### src/rtl/uart_pkg.sv
// Shared UART definitions: state encoding (common with the receiver) and oversampling ratio.
package uart_pkg;

    localparam int unsigned OVERSAMPLE = 16;
    localparam int unsigned STATE_W    = 3;

    typedef enum logic [STATE_W-1:0] {
        IDLE   = 3'd0,
        START  = 3'd1,
        DATA   = 3'd2,
        PARITY = 3'd3,
        STOP   = 3'd4
    } state_t;

endpackage

### src/rtl/uart_transmitter.sv
// UART transmitter: start bit, DBIT data bits LSB first, optional even parity, stop period.
// Optional even-parity bit is enabled by defining UART_TX_PARITY_EN.
module uart_transmitter
    import uart_pkg::*;
#(
    parameter int unsigned DBIT    = 8,
    parameter int unsigned SB_TICK = 16
) (
    input  logic            clk,
    input  logic            reset_n,
    input  logic            txstart,
    input  logic            stick,
    input  logic [DBIT-1:0] din,
    output logic            tx,
    output logic            txbusy,
    output logic            txdone
);

    localparam int unsigned SW = ($clog2(SB_TICK) > 4) ? $clog2(SB_TICK) : 4;
    localparam int unsigned NW = $clog2(DBIT) + 1;

    localparam logic [SW-1:0] S_BIT_LAST  = SW'(OVERSAMPLE - 1);
    localparam logic [SW-1:0] S_STOP_LAST = SW'(SB_TICK - 1);
    localparam logic [NW-1:0] N_LAST      = NW'(DBIT - 1);

    state_t          r_state;
    logic [SW-1:0]   r_s;
    logic [NW-1:0]   r_n;
    logic [DBIT-1:0] r_b;
`ifdef UART_TX_PARITY_EN
    logic            r_par;
`endif

    // tx/txbusy are loaded with the value for the state being entered, so they never glitch
    always_ff @(posedge clk or negedge reset_n) begin
        if (!reset_n) begin
            r_state <= IDLE;
            r_s     <= '0;
            r_n     <= '0;
            r_b     <= '0;
`ifdef UART_TX_PARITY_EN
            r_par   <= 1'b0;
`endif
            tx      <= 1'b1;
            txbusy  <= 1'b0;
            txdone  <= 1'b0;
        end else begin
            txdone <= 1'b0;
            case (r_state)
                IDLE: begin
                    tx     <= 1'b1;
                    txbusy <= 1'b0;
                    if (txstart) begin
                        r_b     <= din;
                        r_s     <= '0;
                        r_state <= START;
                        tx      <= 1'b0;
                        txbusy  <= 1'b1;
`ifdef UART_TX_PARITY_EN
                        r_par   <= ^din;
`endif
                    end
                end
                START: begin
                    if (stick) begin
                        if (r_s == S_BIT_LAST) begin
                            r_s     <= '0;
                            r_n     <= '0;
                            r_state <= DATA;
                            tx      <= r_b[0];
                        end else begin
                            r_s <= r_s + SW'(1);
                        end
                    end
                end
                DATA: begin
                    if (stick) begin
                        if (r_s == S_BIT_LAST) begin
                            r_s <= '0;
                            r_b <= r_b >> 1;
                            if (r_n == N_LAST) begin
`ifdef UART_TX_PARITY_EN
                                r_state <= PARITY;
                                tx      <= r_par;
`else
                                r_state <= STOP;
                                tx      <= 1'b1;
`endif
                            end else begin
                                r_n <= r_n + NW'(1);
                                tx  <= r_b[1];
                            end
                        end else begin
                            r_s <= r_s + SW'(1);
                        end
                    end
                end
`ifdef UART_TX_PARITY_EN
                PARITY: begin
                    if (stick) begin
                        if (r_s == S_BIT_LAST) begin
                            r_s     <= '0;
                            r_state <= STOP;
                            tx      <= 1'b1;
                        end else begin
                            r_s <= r_s + SW'(1);
                        end
                    end
                end
`endif
                STOP: begin
                    if (stick) begin
                        if (r_s == S_STOP_LAST) begin
                            r_s     <= '0;
                            r_state <= IDLE;
                            tx      <= 1'b1;
                            txbusy  <= 1'b0;
                            txdone  <= 1'b1;
                        end else begin
                            r_s <= r_s + SW'(1);
                        end
                    end
                end
                default: begin
                    r_state <= IDLE;
                    tx      <= 1'b1;
                    txbusy  <= 1'b0;
                end
            endcase
        end
    end

endmodule

### config.mk
export PLATFORM = sky130hd
export DESIGN_NAME = uart_transmitter
export DESIGN_NICKNAME = d
export VERILOG_FILES = /design/src/rtl/uart_pkg.sv /design/src/rtl/uart_transmitter.sv
export SDC_FILE = /design/constraint.sdc
export NUM_CORES = 1
export LEC_CHECK = 0
export ABC_AREA = 1
export BUFFER_PORTS_ARGS = -buffer_cell sky130_fd_sc_hd__buf_2
export CAP_MARGIN = 20
export CORE_ASPECT_RATIO = 1.25
export CORE_MARGIN = 2
export CORE_UTILIZATION = 60
export CTS_BUF_LIST = sky130_fd_sc_hd__clkbuf_4 sky130_fd_sc_hd__clkbuf_8
export DETAILED_ROUTE_END_ITERATION = 16
export PLACE_DENSITY = 0.87
export SLEW_MARGIN = 10
export SYNTH_ARGS = -nofsm -noshare
export SYNTH_HDL_FRONTEND = slang
export SYNTH_SLANG_ARGS = --single-unit
### constraint.sdc
create_clock -name clk -period 1.9 [get_ports clk]
set_clock_uncertainty 0.1 [all_clocks]
set_input_delay 0.095 -clock clk [delete_from_list [all_inputs] [get_ports clk]]
set_output_delay 0.095 -clock clk [all_outputs]
set_load 0.02 [all_outputs]
# Yosys cells after proc, flatten, opt, wreduce, memory -nomap -nowiden
# Index checks and enable logic that the tools add are counted.
[totals] wordCells=76 in_bits=12 ff_bits=22
[op_classes] bitwise_logic=1 n_reduce_logical=12 muxes=39 eq_ne=15 n_addsub=2
[ops] op="$mux 4" n=8
[ops] op="$mux 3" n=8
[ops] op="$mux 8" n=3
[ops] op="$ne 2x2->1 const B" n=9
[ops] op="$pmux 4 s2" n=2
[ops] op="$pmux 8 s2" n=1
[ops] op="$mux 1" n=14
[ops] op="$pmux 3 s4" n=1
[ops] op="$reduce_and 6->1" n=2
[ops] op="$add 4x1->4 const B" n=2
[ops] op="$reduce_and 8->1" n=1
[ops] op="$reduce_and 3->1" n=2
[ops] op="$reduce_bool 2->1" n=3
[ops] op="$eq 4x3->1 const B" n=1
[ops] op="$eq 4x4->1 const B" n=1
[ops] op="$pmux 1 s4" n=1
[ops] op="$reduce_and 4->1" n=1
[ops] op="$eq 3x1->1 const B" n=1
[ops] op="$eq 3x2->1 const B" n=1
[ops] op="$eq 3x3->1 const B" n=1
[ops] op="$logic_not 3->1" n=1
[ops] op="$pmux 1 s3" n=1
[ops] op="$reduce_or 3->1" n=1
[ops] op="$ne 2x1->1 const B" n=1
[ops] op="other kinds (2)" n=2

# Logic depth before layout (Yosys ltp)
[depth] ltp_word=5 ltp_mapped=10

# Least setup slack after synthesis
# Ideal clock, no wire load.
[synth_path] path_kind="register -> register" start="register r_s[0]" end="register r_b[0]" setup_time_ns=0.126 n_path_buf=1 arrival_ns=1.206 stages_incl_launch_ff=8 slack_ns=0.468 cell_sequence="dfrtp_1 -> ha_1 -> nand2_1 -> inv_2 -> nand3_4 -> o21ai_4 -> buf_6 -> o21ai_0"
[synth_between] elab_chain_len=3
[synth_rtl] item="start, declared" line_no="uart_transmitter.sv:27" text="logic [SW-1:0] r_s;"
[synth_rtl] item="start signal, assigned" line_no="uart_transmitter.sv:72" text="r_s <= r_s + SW'(1);"
[synth_rtl] item="start signal, assigned" line_no="uart_transmitter.sv:94" text="r_s <= r_s + SW'(1);"
[synth_rtl] item="start signal, assigned" line_no="uart_transmitter.sv:120" text="r_s <= r_s + SW'(1);"
[synth_rtl] item="$eq 4x4->1" line_no="uart_transmitter.sv:78" text="if (r_s == S_BIT_LAST) begin"
[synth_rtl] item="$ne 2x2->1 (no source line)"
[synth_rtl] item="$reduce_and 4->1 (no source line)"
[synth_rtl] item="end signal, assigned" line_no="uart_transmitter.sv:54" text="r_b <= din;"
[synth_rtl] item="end signal, assigned" line_no="uart_transmitter.sv:80" text="r_b <= r_b >> 1;"
[synth_rtl] item="end, declared" line_no="uart_transmitter.sv:29" text="logic [DBIT-1:0] r_b;"
# No other way between the ends.
# A chain may end at the register's enable or synchronous reset.

# Final worst setup path
[layout_path] start="register r_state[2]" end="register r_b[7]"
[layout_between] elab_chain_len=3 elab_cells_between_ends=8 classes_between="eq/ne (4); mux (1); reduce/logical (3)"
[layout_rtl] item="start, declared" line_no="uart_transmitter.sv:26" text="state_t r_state;"
[layout_rtl] item="start signal, assigned" line_no="uart_transmitter.sv:37" text="r_state <= IDLE;"
[layout_rtl] item="start signal, assigned" line_no="uart_transmitter.sv:56" text="r_state <= START;"
[layout_rtl] item="start signal, assigned" line_no="uart_transmitter.sv:69" text="r_state <= DATA;"
[layout_rtl] item="$eq 3x2->1 or $logic_not 3->1 (tied branches)" line_no="uart_transmitter.sv:49" text="case (r_state)"
[layout_rtl] item="$ne 2x2->1 (no source line) or $reduce_bool 2->1 (tied branches)"
[layout_rtl] item="$reduce_and 4->1 (no source line)"
# Parallel ways exist; a longest one is shown, timed or not.

==> flow_summary_export.csv <==
group,metric,value,unit
min_path,tightest_hold_check_type,"in2reg",
sta,layout_worst_path_cycle_share,89.2,%
routing,ant_nets,0,
critical_path,worstPathArrival,1.83,ns
floorplanning,fp.coreArea,0.00216,mm2
run_status,status,"finished, final reports clean",
placed_design,post-dp-hpwl,1850,um
grt,wire_length_of_the_first_global_routing_pass,4340,um
clock_network,clk-insertion-delay-late,0.31,ns
pwr,power.ir.vdd_worst,0.796,mV
critical_path,worst_r2r_path_depth,5,
routing,route.vias.total,1115,
clock_network,cts-htree-levels,1,
synthesis,post_synth_fa_ha_maj_area_fraction,1.86,%
synthesis,yosys.area.top_type_share,39.1,%
synthesis,synth_compound_area_share,9.78,%
sta,timing.slew.headroom,67.4,%
clock_network,postCtsHoldBufs,5,
synthesis,synth-xor-area-share,0.652,%
placed_design,post_dp_cell_area,0.00142,mm2
sta,worst_pin_slew,0.489,ns
finish,leading_cell_type_in_the_layout_fill_and_taps_excluded,"sky130_fd_sc_hd__nand2_1",
routing,drcViolationCount,0,
finish,area_taken_by_multi_input_logic_gates,657,um2
sta,min_period,1.70,ns
routing,drt-total-wl,2420,um
grt,first_global_vias,1111,
clock_network,clock_tree.root_cell,"sky130_fd_sc_hd__clkbuf_4",
grt,number_of_antenna_violations_at_the_first_check_in_global_routing,0,
floorplanning,design.die.area,0.00264,mm2
synthesis,ys_seq_area_share,41.1,%
synthesis,synthTopCellsByArea,"sky130_fd_sc_hd__dfrtp_1 39%, sky130_fd_sc_hd__nand2_1 14%, sky130_fd_sc_hd__inv_1 6.4%, sky130_fd_sc_hd__nand3_1 5.6%, sky130_fd_sc_hd__o21ai_0 5.6%",
synthesis,count_of_mapped_cells_out_of_synthesis,172,
synthesis,synth_top_cell_by_area,"sky130_fd_sc_hd__dfrtp_1",
clock_network,tritoncts.num_buffers,3,
clock_network,post_cts_resize_count,0,
routing,drt-initial-drc-count,12,
finish,post-route-util,69.4,%
clock_network,worst_setup_hold_path_clk_slew,0.12,ns
sta,postLayoutSetupSlackWorst,0.205,ns
sta,fin_setup_tns,0,ns
finish,most-common-layout-cells,"51 x sky130_fd_sc_hd__nand2_1, 23 x sky130_fd_sc_hd__inv_1, 21 x sky130_fd_sc_hd__dfrtp_1, 15 x sky130_fd_sc_hd__nand3_1, 15 x sky130_fd_sc_hd__o21ai_0",
synthesis,syn_area,0.00134,mm2
routing,wire_per_inst,10.9,um
grt,grt_usage,22.3,%
clock_network,cts_tree,"done",
critical_path,critical_path_class,"reg2reg",
pwr,power_per_cell_area,1150,mW/mm2
placed_design,pre_cts_slack,0.229,ns
placed_design,port-buffer-count,14,
floorplanning,start_util,62.1,%
finish,nFillCells,192,
finish,seq_area,552,um2
synthesis,synthSimpleGateAreaFrac,36.6,%
floorplanning,num_rows,19,
floorplanning,die_w,46.3,um
sta,report.final.slew_viol_count,0,
critical_path,worst-path-max-fanout,23,
synthesis,post_synth.cell_area_avg,7.81,um2
min_path,hold-path-cell-count,5,
synthesis,synth_top_family_by_area,"simple AND/OR/NAND/NOR gates",
synthesis,synth-warning-count,0,
finish,antenna_cells,0,
synthesis,yosys_register_bits,22,
sta,final_hold_viols,0,
clock_network,cts_buffer_depth,2,
synthesis,synth.net_count,186,
flow_run,cap_violations,0,
synthesis,share_of_synthesized_area_spent_on_multiplexers,0,%
sta,setup_viol_count_final,0,
finish,final_area,0.00150,mm2
critical_path,critical_path.endpoint_type,"flop",
routing,dr.pass1.iters,6,
finish,flow.area_growth_from_synthesis,11.7,%
grt,pin_count_of_the_biggest_net_entering_global_routing,24,
floorplanning,num_io_pins,15,
pwr,static-leakage-power,0.812,nW
grt,global_route_congestion_overflow_total,0,
routing,detailed_route_vias_per_instance,5.00,
finish,design.final.nets,207,
finish,layout-drive-gt1-share,22.4,%
clock_network,cts.sink_count,22,
sta,fmax,590,MHz
floorplanning,die_y,56.9,um
clock_network,cts_setup_buffers,0,
placed_design,place_congestion,0.799,
sta,rsz_0062_raised_after_global_routing,"no",
critical_path,setup.worst_path.start_class,"flop",
synthesis,synth.distinct_cells,28,
critical_path,cp_data_required_time,2.04,ns
[metal layers]
metal	up-vias	part of all wire [%]	GRT usage, %
li1	576	-	-
met1	515	41	25.8
met2	21	55	39.5
met3	3	2.1	2.25
met4	0	1.4	9.39
met5	-	0	0
[path summary, 6_finish.rpt]
path,start,to,slack [ns]
worst max register to register,r_state[2]$_DFFE_PN0P_,r_b[7]$_DFFE_PN0P_,0.20
min in group asynchronous,reset_n,txbusy$_DFFE_PN0P_,0.16
max in group asynchronous,reset_n,tx$_DFFE_PN1P_,1.19
worst max-delay path,r_state[2]$_DFFE_PN0P_,r_b[7]$_DFFE_PN0P_,0.20
worst min register to register,tx$_DFFE_PN1P_,tx$_DFFE_PN1P_,0.40
worst min-delay path,din[1],r_b[1]$_DFFE_PN0P_,0.005
[power by group]
part,total (mW),switching (mW),internal [mW]
clock,0.239,0.142,0.0965
combinational,0.763,0.498,0.265
sequential,0.724,0.0984,0.625
total,1.73,0.739,0.987
[cells in the mapped netlist (all sizes together)]
library cell and count:
nand4 1, nor2 13, nand3b 2, inv 27
ha 2, xor2 1, dfstp 1, nand2 59
buf 3, nand3 19, a21oi 1, nor3 1
o21ai 20, dfrtp 21, o211ai 1
[flip-flops by register name, summed over array words and instances (netlist names)]
name / count
txdone: 1
tx: 1
r_state: 3
r_n: 4
txbusy: 1
r_s: 4
r_b: 8
[worst max-delay path: stages (launching register included)]
cell	delay (ns)
sky130_fd_sc_hd__dfrtp_1	0.43
sky130_fd_sc_hd__inv_1	0.16
sky130_fd_sc_hd__nand3_4	0.28
sky130_fd_sc_hd__o21ai_4	0.43
sky130_fd_sc_hd__nand3_1	0.11
sky130_fd_sc_hd__o21ai_0	0.10
[cell families after synthesis]
logic type | after synthesis
flip-flops | 22
AO/OA/AOI/OAI | 22
buffers and inverters | 30
adder cells (fa/ha/maj) | 2
AND/OR/NAND/NOR | 95
XOR/XNOR | 1
[layout make-up]
class                   instances  area share [%]
inverters                      27            6.92
flip-flops and latches         22            36.7
multi-input cells             120            43.8
clock buffers                   4            2.00
repair buffers                 19            8.00
well taps                      31            2.58
[stage by stage]
stage          hold WS (ns)  std cells  power [mW]
3_5_place_dp        -0.0121        214        1.49
6_report            0.00521        223        1.73
2_1_floorplan        -0.301        172        1.34
3_3_place_gp        -0.0186        214        1.46
5_1_grt              0.0201        223        1.90
4_1_cts             0.00442        223        1.74
Note: power is estimated with default switching activity, not from simulation.
